$ cat src/rtl/seg7_scan_driver.sv
// seg7_scan_driver
// Multiplexed common-anode 7-segment display driver. A binary value is
// converted to BCD with a sequential shift-add-3 converter, committed to a
// display latch in one step, and scanned one digit at a time.
//
// Handshake: load is a request that is accepted only on a rising clk edge
// where ready=1; while ready=0 load is ignored (no queuing). ready drops the
// cycle after acceptance and returns when the converted value is visible in
// the display latch.
//
// Optional build macro: LEADING_ZERO_BLANK_EN -- blank digits above the most
// significant non-zero digit (digit 0 is always shown; overflow dashes win).
module seg7_scan_driver #(
    parameter int DIGITS    = 4,
    parameter int BIN_WIDTH = 14,
    parameter int CLK_DIV   = 50000
) (
    input  logic                 clk,
    input  logic                 rst_n,
    input  logic [BIN_WIDTH-1:0] bin_in,
    input  logic                 load,
    output logic                 ready,
    output logic                 ovf,
    output logic [DIGITS-1:0]    an,
    output logic [6:0]           seg
);

    localparam int BCD_W = 4 * DIGITS;
    localparam int IDX_W = (DIGITS > 1) ? $clog2(DIGITS) : 1;
    localparam int DIV_W = $clog2(CLK_DIV);
    localparam int CNT_W = $clog2(BIN_WIDTH + 1);

    localparam logic [6:0] SEG_DASH  = 7'b1111110;
    localparam logic [6:0] SEG_BLANK = 7'b1111111;

    // Largest value representable in DIGITS decimal digits.
    function automatic logic [63:0] max_decimal(input int n);
        logic [63:0] r;
        r = 64'd1;
        for (int i = 0; i < n; i++) begin
            r = r * 64'd10;
        end
        return r - 64'd1;
    endfunction

    localparam logic [63:0] MAX_VAL = max_decimal(DIGITS);

    // Active-low segment pattern for one BCD nibble; non-BCD shows blank.
    function automatic logic [6:0] decode(input logic [3:0] d);
        case (d)
            4'd0:    return 7'b0000001;
            4'd1:    return 7'b1001111;
            4'd2:    return 7'b0010010;
            4'd3:    return 7'b0000110;
            4'd4:    return 7'b1001100;
            4'd5:    return 7'b0100100;
            4'd6:    return 7'b0100000;
            4'd7:    return 7'b0001111;
            4'd8:    return 7'b0000000;
            4'd9:    return 7'b0000100;
            default: return SEG_BLANK;
        endcase
    endfunction

    typedef enum logic [1:0] {
        IDLE   = 2'd0,
        SHIFT  = 2'd1,
        COMMIT = 2'd2
    } state_t;

    state_t                 state;
    logic [BIN_WIDTH-1:0]   sh_bin;
    logic [BCD_W-1:0]       bcd;
    logic [BCD_W-1:0]       bcd_adj;
    logic [CNT_W-1:0]       cnt;
    logic                   ovf_pending;
    logic [BCD_W-1:0]       disp;
    logic [63:0]            bin_ext;

    logic [DIV_W-1:0]       div;
    logic [DIV_W-1:0]       div_next;
    logic [IDX_W-1:0]       idx;
    logic [IDX_W-1:0]       idx_next;
    logic [IDX_W-1:0]       msd;
    logic [3:0]             digit;
    logic                   blank;
    logic [6:0]             seg_next;
    logic [DIGITS-1:0]      an_next;

    assign bin_ext = 64'(bin_in);

    // Add-3 correction: every BCD nibble of 5 or more gets +3 before the shift.
    always_comb begin
        bcd_adj = bcd;
        for (int i = 0; i < DIGITS; i++) begin
            if (bcd[i*4 +: 4] >= 4'd5) begin
                bcd_adj[i*4 +: 4] = bcd[i*4 +: 4] + 4'd3;
            end
        end
    end

    // Converter FSM: capture, BIN_WIDTH shift steps, then a single-cycle commit.
    always_ff @(posedge clk or negedge rst_n) begin
        if (!rst_n) begin
            state       <= IDLE;
            sh_bin      <= '0;
            bcd         <= '0;
            cnt         <= '0;
            ovf_pending <= 1'b0;
            disp        <= '0;
            ovf         <= 1'b0;
            ready       <= 1'b1;
        end else begin
            case (state)
                IDLE: begin
                    if (load) begin
                        sh_bin      <= bin_in;
                        bcd         <= '0;
                        ovf_pending <= (bin_ext > MAX_VAL);
                        cnt         <= CNT_W'(BIN_WIDTH - 1);
                        ready       <= 1'b0;
                        state       <= SHIFT;
                    end
                end
                SHIFT: begin
                    // Bits leaving the top of the BCD register are dropped;
                    // that only happens for values already flagged as overflow.
                    bcd    <= {bcd_adj[BCD_W-2:0], sh_bin[BIN_WIDTH-1]};
                    sh_bin <= sh_bin << 1;
                    if (cnt == '0) begin
                        state <= COMMIT;
                    end else begin
                        cnt <= cnt - 1'b1;
                    end
                end
                COMMIT: begin
                    disp  <= bcd;
                    ovf   <= ovf_pending;
                    ready <= 1'b1;
                    state <= IDLE;
                end
                default: begin
                    state <= IDLE;
                end
            endcase
        end
    end

    // Next scan position and the segment/anode pattern for that position.
    always_comb begin
        div_next = (div == DIV_W'(CLK_DIV - 1)) ? '0 : div + 1'b1;
        idx_next = idx;
        if (div == DIV_W'(CLK_DIV - 1)) begin
            idx_next = (idx == IDX_W'(DIGITS - 1)) ? '0 : idx + 1'b1;
        end

        msd = '0;
        for (int i = 0; i < DIGITS; i++) begin
            if (disp[i*4 +: 4] != 4'd0) begin
                msd = IDX_W'(i);
            end
        end

        digit = disp[4*int'(idx_next) +: 4];

`ifdef LEADING_ZERO_BLANK_EN
        blank = (idx_next > msd);
`else
        blank = 1'b0;
`endif

        if (ovf) begin
            seg_next = SEG_DASH;
        end else if (blank) begin
            seg_next = SEG_BLANK;
        end else begin
            seg_next = decode(digit);
        end

        an_next = '1;
        for (int i = 0; i < DIGITS; i++) begin
            if (IDX_W'(i) == idx_next) begin
                an_next[i] = 1'b0;
            end
        end
    end

    // Refresh divider and digit scanner; an and seg register on the same edge.
    always_ff @(posedge clk or negedge rst_n) begin
        if (!rst_n) begin
            div <= '0;
            idx <= '0;
            an  <= {{(DIGITS-1){1'b1}}, 1'b0};
            seg <= 7'b0000001;
        end else begin
            div <= div_next;
            idx <= idx_next;
            an  <= an_next;
            seg <= seg_next;
        end
    end

endmodule
$ cat config.mk
export PLATFORM = sky130hd
export DESIGN_NAME = seg7_scan_driver
export DESIGN_NICKNAME = d
export VERILOG_FILES = /design/src/rtl/seg7_scan_driver.sv
export SDC_FILE = /design/constraint.sdc
export NUM_CORES = 1
export LEC_CHECK = 0
export CAP_MARGIN = 5
export CORE_ASPECT_RATIO = 0.9
export CORE_MARGIN = 2
export CORE_UTILIZATION = 50
export CTS_BUF_LIST = sky130_fd_sc_hd__clkbuf_8 sky130_fd_sc_hd__clkbuf_16
export DETAILED_ROUTE_END_ITERATION = 8
export DONT_BUFFER_PORTS = 1
export PLACE_DENSITY = 0.74
export SETUP_SLACK_MARGIN = 0.05
export SLEW_MARGIN = 40
export SYNTH_ARGS = -nofsm -noshare
export SYNTH_HDL_FRONTEND = slang
export SYNTH_SLANG_ARGS = --single-unit
$ cat constraint.sdc
create_clock -name clk -period 3.2 [get_ports clk]
set_clock_uncertainty 0.05 [all_clocks]
set_input_delay 0.16 -clock clk [delete_from_list [all_inputs] [get_ports clk]]
set_output_delay 0.16 -clock clk [all_outputs]
set_load 0.03 [all_outputs]
* Word-level counts from Yosys, hierarchy flattened
Memories as Yosys holds them, arrays and structs flattened.
Index checks and enable logic that the tools add are counted.
** Cells by class
- Equality and inequality tests :: 10
- Add/sub/neg operators :: 7
- Shift operators :: 1
- Magnitude comparators :: 5
- Reduce and logical (&&, ||, !) cells :: 10
- Multiplexer cells :: 24
** Operators with widths (number)
- two-way mux 16 bit :: 2
- case mux 16 bit (2 select lines) :: 1
- case mux 14 bit (2 select lines) :: 1
- two-way mux 4 bit :: 5
- adder 16 x 1 -> 16 bit (second input constant) :: 1
- equality test 16 bit (second input constant) :: 1
- >= comparator 4 x 3 -> 1 bit (second input constant) :: 4
- variable part select 16 x 5 -> 4 bit :: 1
- greater-than comparator 14 bit (second input constant) :: 1
- two-way mux 14 bit :: 1
- adder 4 x 2 -> 4 bit (second input constant) :: 3
- two-way mux 2 bit :: 4
- case mux 4 bit (2 select lines) :: 1
- AND reduction 2 bit :: 4
- two-way mux 7 bit :: 1
- inequality test 2 bit (second input constant) :: 3
- two-way mux 1 bit :: 5
- equality test 2 bit (first input constant) :: 2
- equality test 2 bit (second input constant) :: 2
- logical NOT 2 bit :: 2
- logical NOT 4 bit :: 1
- case mux 2 bit (2 select lines) :: 1
- nonzero test 2 bit :: 2
- subtractor 4 x 1 -> 4 bit (second input constant) :: 1
- 7 further kinds :: 7
** Storage, ports and cells
- Word-level logic and storage cells :: 70
- Memory bits (read-only) :: 112
- Bits of input ports :: 17
- Output and inout port bits :: 13
- Memories :: 1
- Register bits after elaboration :: 84
** Memory list
- (name not given) :: depth 16, bits a word 7, rd ports 1, clocked after memory_dff 0, wr ports 0, RTL line 50 : case (d)

* Longest topological paths before layout
Gate-level depths: netlist of the first run.
An unclocked memory read counts as a cell.
- Depth in word-level cells :: 6
- Gate-level depth with buffers :: 13
- Depth with buffers taken out :: 13

* Worst setup path before layout of the first run
OpenSTA, ideal clock, no wires.
- Path type :: reg2reg
- Start point :: register div[11]
- End point :: register seg[0]
- Cell stages (with the launch flop) :: 11
- Period minus slack after synthesis :: 3.078 ns
- Arrival time :: 2.938 ns
- Setup slack :: 0.122 ns
- Data required time :: 3.059 ns
- Library setup time :: 0.091 ns
- Buffers on the path :: 1
- Cell sequence :: dfrtp_1 or4_4 nor4_4 mux2i_1 buf_2 a21oi_1 a22oi_2 ha_1 inv_1 mux2_4 a211oi_1
** Between the ends
- Longest elaborated chain between the ends :: 5
** Ends and longest elaborated chain
- start, declared :: RTL line 80 : logic [DIV_W-1:0] div;
- start signal, assigned :: RTL line 196 : div <= div_next;
- equality test 16 bit :: RTL line 153 : if (div == DIV_W'(CLK_DIV - 1)) begin
- two-way mux 2 bit :: RTL line 153
- variable part select 16 x 5 -> 4 bit :: RTL line 164 : digit = disp[4*int'(idx_next) +: 4];
- memory read (16 x 7 bit)
- two-way mux 7 bit :: RTL line 172 : if (ovf) begin
- named net seg_next[0] :: RTL line 87 : logic [6:0] seg_next;
- end signal, assigned :: RTL line 199 : seg <= seg_next;
- end, declared :: RTL line 25 : output logic [6:0] seg
The timed path passes the listed nets, and every way through them passes these cells.
A chain may end at the register's enable or synchronous reset.

* Worst setup path in the final report of the first run
Same ends and word-level chain as after synthesis.

==> results.md, run 1 <==
* Syn avg cell area at 10.3 um^2
* Vias at 2842
* Die X at 98.9 um
* Combinational Power Share at 32.5%
* Root buffer cell: clkbuf_8
* P&R area growth vs syn at 14.8%
* Crit path time final at 3090 ps
* Top post-synthesis cells by area: dfrtp_1 49%, nand2_1 6.1%, ha_1 5.2%
* Largest family of logic cells by synthesized area: simple AND/OR/NAND/NOR gates
* Cell count after synthesis at 395
* Highest net fanout along the worst path at 7
* Starting Density at 51.0%
* Worst hold path type: input pin to flop
* Pwr dens at 852 nW/um^2
* DR WL/cell at 14.6 um
* Min-delay src: load
* Synth cell types at 48
* Hold Crit Depth at 3
* Router iterations before antenna repair at 4
* Multiplexer share of the synthesized area at 8.49%
* Clk slew on worst S/H paths at 90 ps
* Delay of the slowest critical-path stage at 560 ps
* Layout cells sized above 1 at 14.1%
* Dominant synthesized flop cell: dfrtp_1
* CP cell instances: or4_4, or4_1, o21a_4, buf_4, mux2i_2, mux2_2, mux2_4, a211oi_2
* Async set or reset register ratio after synthesis at 100%
* RSZ-0062 raised after global routing: yes
* Switching part of the total power at 36.5%
* VDD IR max at 0.661 mV
* GRT Util Overall at 19.2%
* Required time worst endpoint at 3430 ps
* Count leader, synth: dfrtp_1
* Row count at 31
* Final Cycle Share at 96.4%
* Post-route setup TNS at 0 ps
* Synth Register Bits at 84
* Largest net degree at the start of global routing at 85
* Final nets at 455
* # DRC at 0
* Grt ovf at 0
* Hold Path Sink: bcd[8]
* Finish-stage setup viols at 0
* CTS sink cnt at 84
* Type of origin of the critical path: flop
* Reg2Reg Capture Point: seg[0]
* Part of the power in registers at 45.1%
* Max Fclk at 324 MHz
* R2R depth at 8
* Detailed placement HPWL at 5.04 mm
* Clk_lat worst skew at 360 ps
* Simple-Gate Fraction of Synth Area at 14.7%
* Antenna diodes at 0
* Clk pwr share at 22.3%
* Initial antenna violation count at 0
* First-pass GRT wire length at 13.5 mm
* Sequential area share after synthesis at 52.0%
* TritonCTS clock tree: done
* Final hold violation count at 0
* Total CTS buffers at 9
* Fillers at 651
* Ys Warns at 0
* RD Place Congestion at 0.825
* Reg2Reg Launch Point: div[11]
* Slew @ Worst Pin at 617 ps
* ANT nets after route at 0
* Adder-cell share of the synthesized area at 5.25%
* Placed insts at 489
* Max-slew headroom at 58.9%
* Placed instance area at 4190 um^2
* Crit end category: flop
* CP max stage cell: or4_4
* Final Max Slew Viols at 0
* Net Count, Synth at 429
* Vias in the first global route at 2887
* Drt via density at 5.42
* FF/Latch Area at 2110 um^2
* Port buffer count at 0
* Final wirelength at 7.65 mm
* Top cells by count, synth: 79 x dfrtp_1, 66 x nand2_1, 42 x o21ai_0, 24 x nor2_1, 19 x inv_1
* Pint at 2520 uW
* CTS max path bufs at 2
* Multi-input logic area at 1840 um^2
* Arrival @ worst endpoint at 3310 ps
* Fin cells at 524
* Reg2Reg Setup Slack at 110 ps
* Hold_ws at 133 ps
* Leak Pwr at 0.00214 uW
* # IOs at 30
* EDFF count, synth at 0
* Status: completed
* Kind of critical path: flop to flop
* Cell area after synthesis at 4050 um^2
* Max Cap Viol at 0
* CTS H-Tree Depth at 3
* Post-synthesis xor/xnor area fraction at 4.54%
* Sw power at 1450 uW
* Core Region at 7950 um^2
* Post-synth top area share at 48.8%
* Die span in y at 89.4 um
* Compound-cell area share of the yosys netlist at 11.8%
* Design Area, Final at 4650 um^2
* Starting DRT DRC Count at 113
* Post-synth top area cell: dfrtp_1
* Die area at 8840 um^2
-- area by class of cell --
class                   instances  area share (%)
well taps                      99            2.66
multi-input cells             278            39.5
flip-flops and latches         84            45.3
repair buffers                 28            5.86
inverters                      20            1.61
clock buffers                   9            2.66
clock inverters                 6            2.39
-- power by group through the flow --
stage                     sequential [uW]  clock [uW]  combinational, uW
after floorplan                      1720           0                999
after global placement               1790           0               1150
after detailed placement             1800           0               1210
after CTS                            1780         913               1270
after global routing                 1840         950               1490
final                                1790         886               1290
-- metal layers --
| metal | vias to the layer above | share of wire, % | track usage, % |
|---|---|---|---|
| li1 | 1406 | - | - |
| met3 | 8 | 4.4 | 4.61 |
| met2 | 64 | 48 | 32.8 |
| met5 | - | 0 | 0 |
| met1 | 1364 | 46 | 24.4 |
| met4 | 0 | 0.94 | 6.23 |
-- worst max-delay path: cells and delay by family, from the launching register on --
kind / cells / cell delay [ps]
AND/OR/NAND/NOR: 2 / 1060
multiplexers: 3 / 870
AO/OA/AOI/OAI: 2 / 460
flip-flops: 1 / 390
buffers and inverters: 1 / 170
-- layout by cell type, fill, tap and decap left out, types with 2 or more instances in the layout --
cell type      Yosys  final
mux2_4             2      2
dfrtp_1           79     79
a21oi_1           14     14
dlygate4sd3_1      0     17
nand4b_1           2      2
o31ai_1            4      4
buf_4              0     10
bufinv_16          0      3
a31oi_1            2      2
clkbuf_8           0      9
ha_1              17     16
nor4_1             2      2
nand3_1           13     13
inv_1             19     19
xnor2_1           14     14
and3_1             2      2
nand2_1           66     66
mux2i_2            3      3
mux2i_1           16     16
mux2_2            10     10
o21ai_0           42     42
dfstp_2            5      5
nor3_1             6      6
a32o_1             2      2
xor2_1             7      7
a21o_1             2      2
nor2_1            24     24
nand2b_1           6      5
-- worst max path at each step --
stage | end | depth (start not counted) | slack, ps | start
after CTS | seg[0] | 11 | 80 | div[11]
after detailed placement | seg[0] | 11 | 100 | div[11]
after global routing | seg[0] | 10 | 40 | div[11]
after floorplan | seg[0] | 10 | 120 | div[11]
after global placement | seg[0] | 11 | 190 | div[11]
final | seg[0] | 8 | 110 | div[11]
-- through the flow --
stage | util [%] | power, uW | setup slack, ps
after floorplan | - | 2710 | 122
after global placement | 52.7 | 2940 | 189
after detailed placement | 52.7 | 3020 | 105
after CTS | 58.1 | 3960 | 75.3
after global routing | 58.5 | 4280 | 38.3
final | 58.5 | 3960 | 114
-- flip-flops by register name (all words and copies together), names as in the netlist, 4 cells and up --
| register | cells |
|---|---|
| seg | 7 |
| sh_bin | 14 |
| disp | 16 |
| div | 16 |
| cnt | 4 |
| bcd | 16 |
| an | 4 |
-- logic make-up (layout without fill, tap and decap cells) --
kind of cell | count (synthesis) | in the layout
xor gates and xnor gates | 21 | 21
adders and majority gates | 17 | 17
and+or+nand+nor | 129 | 129
AOI/OAI and AO/OA | 80 | 80
muxes | 31 | 31
buffers and inverters | 33 | 63
DFF | 84 | 84
-- timing repair --
action,in CTS,in global routing
endpoints found under the setup margin,0,3
gates resized for setup,0,6
hold buffers,18,0
buffers inserted,0,2
hold endpoints to repair,102,0
No activity file was read; power rests on OpenSTA's default activity.
==> run 2, diff against run 1 <==
- ABC_AREA: unset -> 1
==> results.md, run 2 <==
* Arrival @ worst endpoint at 2920 ps (-390 ps)
* Final Cycle Share at 85.6% (-11 points)
* Async set or reset register ratio after synthesis at 100% (unchanged)
* # DRC at 0 (unchanged)
* Type of origin of the critical path: flop
* Synth cell types at 32 (-33%)
* Net Count, Synth at 549 (+28%)
* Final wirelength at 8.05 mm (+5.3%)
* Count leader, synth: nand2_1
* CP cell instances: ha_1, nand3_2, nor2_2, nand3_1, nand2_2, nor2_1, nand2_1, nand2_1, nor2_1, inv_1, ha_1, or2_1, nand3_1, nand3_1
* Multi-input logic area at 1810 um^2 (-1.4%)
* Die span in y at 91.5 um (+2.3%)
* Max Fclk at 365 MHz (+13%)
* Placed insts at 603 (+23%)
* Commonest cells after routing, fill and taps aside: 97 x nand2_1, 79 x dfrtp_1, 77 x inv_1
* Kind of cell adding the most delay to the critical path: simple AND/OR/NAND/NOR gates
* Adder-cell share of the synthesized area at 5.00% (-0.25 points)
* Port buffer count at 0 (unchanged)
* Root buffer cell: clkbuf_8
* # IOs at 30 (unchanged)
* DR WL/cell at 12.7 um (-13%)
* Post-synthesis xor/xnor area fraction at 1.44% (-3.1 points)
* Compound-cell area share of the yosys netlist at 12.5% (+0.74 points)
* Core Region at 8150 um^2 (+2.4%)
* Slew @ Worst Pin at 642 ps (+24.8 ps)
* Highest net fanout along the worst path at 12 (+5)
* Final hold violation count at 0 (unchanged)
* Regs by FF count: bcd (16), disp (16), div (16)
* Row count at 31 (unchanged)
* Post-synth top area cell: dfrtp_1
* Multiplexer share of the synthesized area at 0% (-8.5 points)
* CP max stage cell: dfrtp_1
* First-pass GRT wire length at 14.2 mm (+5.6%)
* Fillers at 733 (+13%)
* Pwr dens at 810 nW/um^2 (-4.9%)
* Buf/Inv on CP at 1 (unchanged)
* Largest family of logic cells by synthesized area: simple AND/OR/NAND/NOR gates
* Starting Density at 52.2% (+1.3 points)
* Antenna diodes at 0 (unchanged)
* EDFF count, synth at 0 (unchanged)
* Post-route setup TNS at 0 ps (unchanged)
* CTS max path bufs at 2 (unchanged)
* P&R area growth vs syn at 10.3%
* Kind of critical path: flop to flop
* Initial antenna violation count at 0 (unchanged)
* Delay of the slowest critical-path stage at 380 ps (-180 ps)
* Sequential area share after synthesis at 49.5% (-2.5 points)
* Postcts setup bufs at 0 (unchanged)
* Cell count after synthesis at 515 (+30%)
* RD Place Congestion at 0.853 (+3.4%)
* Total CTS buffers at 9 (unchanged)
* CTS sink cnt at 84 (unchanged)
* Clk_lat worst skew at 350 ps (about the same)
* Vias at 3311 (+17%)
* Final nets at 564 (+24%)
* Detailed placement HPWL at 5.55 mm (+10%)
* Required time worst endpoint at 3380 ps (-50 ps)
* Dominant synthesized flop cell: dfrtp_1
* Largest net degree at the start of global routing at 85 (unchanged)
* Ys Warns at 0 (unchanged)
* Syn avg cell area at 8.26 um^2 (-19%)
* ANT nets after route at 0 (unchanged)
* Layout cells sized above 1 at 8.79% (-5.3 points)
* Most common cell after layout, fill and taps aside: nand2_1
* Final core occ at 57.6% (-0.92 points)
* Status: completed
* Top cells by count, synth: 99 x nand2_1, 79 x dfrtp_1, 74 x inv_1, 60 x o21ai_0, 51 x nor2_1
* Die area at 9270 um^2 (+4.8%)
* Max-slew headroom at 57.2% (-1.7 points)
* Crit end category: flop
* FF/Latch Area at 2110 um^2 (unchanged)
* Leak Pwr at 0.00226 uW (+5.8%)
* Crit path top cell by count: nand3_1
* CTS H-Tree Depth at 3 (unchanged)
* Grt ovf at 0 (unchanged)
* Simple-Gate Fraction of Synth Area at 23.6% (+8.9 points)
* Cell area after synthesis at 4260 um^2 (+5.0%)
* Crit path time final at 2740 ps (-347 ps)
* Max Cap Viol at 0 (unchanged)
* Final Max Slew Viols at 0 (unchanged)
* Fin cells at 634 (+21%)
* Synth Register Bits at 84 (unchanged)
* Vias in the first global route at 3214 (+11%)
* Worst hold path type: input pin to flop
* TritonCTS clock tree: done
* VDD IR max at 0.599 mV (-9.5%)
* Router iterations before antenna repair at 4 (unchanged)
* GRT Util Overall at 19.1% (-0.062 points)
* Drt via density at 5.22 (-3.7%)
* Die X at 101 um (+2.4%)
* Clk slew on worst S/H paths at 80 ps (about the same)
* Top post-synthesis cells by area: dfrtp_1 46%, nand2_1 8.7%, o21ai_0 7.1%
* Starting DRT DRC Count at 178 (+58%)
* Finish-stage setup viols at 0 (unchanged)
* Post-synth top area share at 46.5% (-2.3 points)
* RSZ-0062 raised after global routing: no
run 2: cells by family (layout without fill, tap and decap cells):
family,count (synthesis),in the layout
XOR/XNOR,7,7
AND/OR/NAND/NOR,220,220
flip-flops,84,84
adder cells (fa/ha/maj),17,17
buffers and inverters,88,108
AO/OA/AOI/OAI,99,99
run 2: path summary, 6_finish.rpt:
check	from	endpoint	slack, ps	cells past startpoint
min in group asynchronous	rst_n	div[8]	310	2
max	div[0]	seg[6]	460	14
min	bin_in[6]	sh_bin[6]	10	2
max reg2reg	div[0]	seg[6]	460	14
min reg2reg	div[0]	div[0]	420	1
max in group asynchronous	rst_n	ready	2440	2
run 2: layout make-up:
cell class              instances  share of cell area (%)
clock buffers                   9                    2.64
clock inverters                 7                    1.33
inverters                      76                    6.08
multi-input cells             343                    38.6
flip-flops and latches         84                    44.9
well taps                      99                    2.64
repair buffers                 16                    3.73
run 2: power by group:
| group | switching, uW | internal, uW | total (uW) |
|---|---|---|---|
| registers | 316 | 1420 | 1740 |
| logic | 880 | 467 | 1350 |
| clock network | 366 | 352 | 718 |
run 2: layer usage:
metal / wire [um] / global-route usage, % / vias to the layer above
met2: 3740 / 30.7 / 64
li1: - / - / 1686
met1: 3900 / 25.4 / 1548
met4: 102 / 5.74 / 0
met3: 303 / 4.77 / 13
met5: 0 / 0 / -
run 2: worst reg2reg max path, delay by kind of cell, from the launching register on:
| family | cells | cell delay [ps] |
|---|---|---|
| flip-flops | 1 | 380 |
| buffers and inverters | 1 | 130 |
| adder cells (fa/ha/maj) | 2 | 420 |
| AND/OR/NAND/NOR | 11 | 1650 |
run 2: timing repair:
action                    4_1_cts  5_1_grt
gates resized for setup         0        0
hold buffers                   15        0
hold endpoints to repair       97        0
run 2: stage by stage:
step                total power [uW]  setup WS, ps  cell area, um^2  hold WS (ps)
floorplan                       2760           823             4260          -186
global placement                2990           610             4330          -184
detailed placement              3060           486             4340          -184
CTS                             3840           444             4690          3.84
global route                    4170           179             4690          34.3
finish                          3800           461             4690          12.4
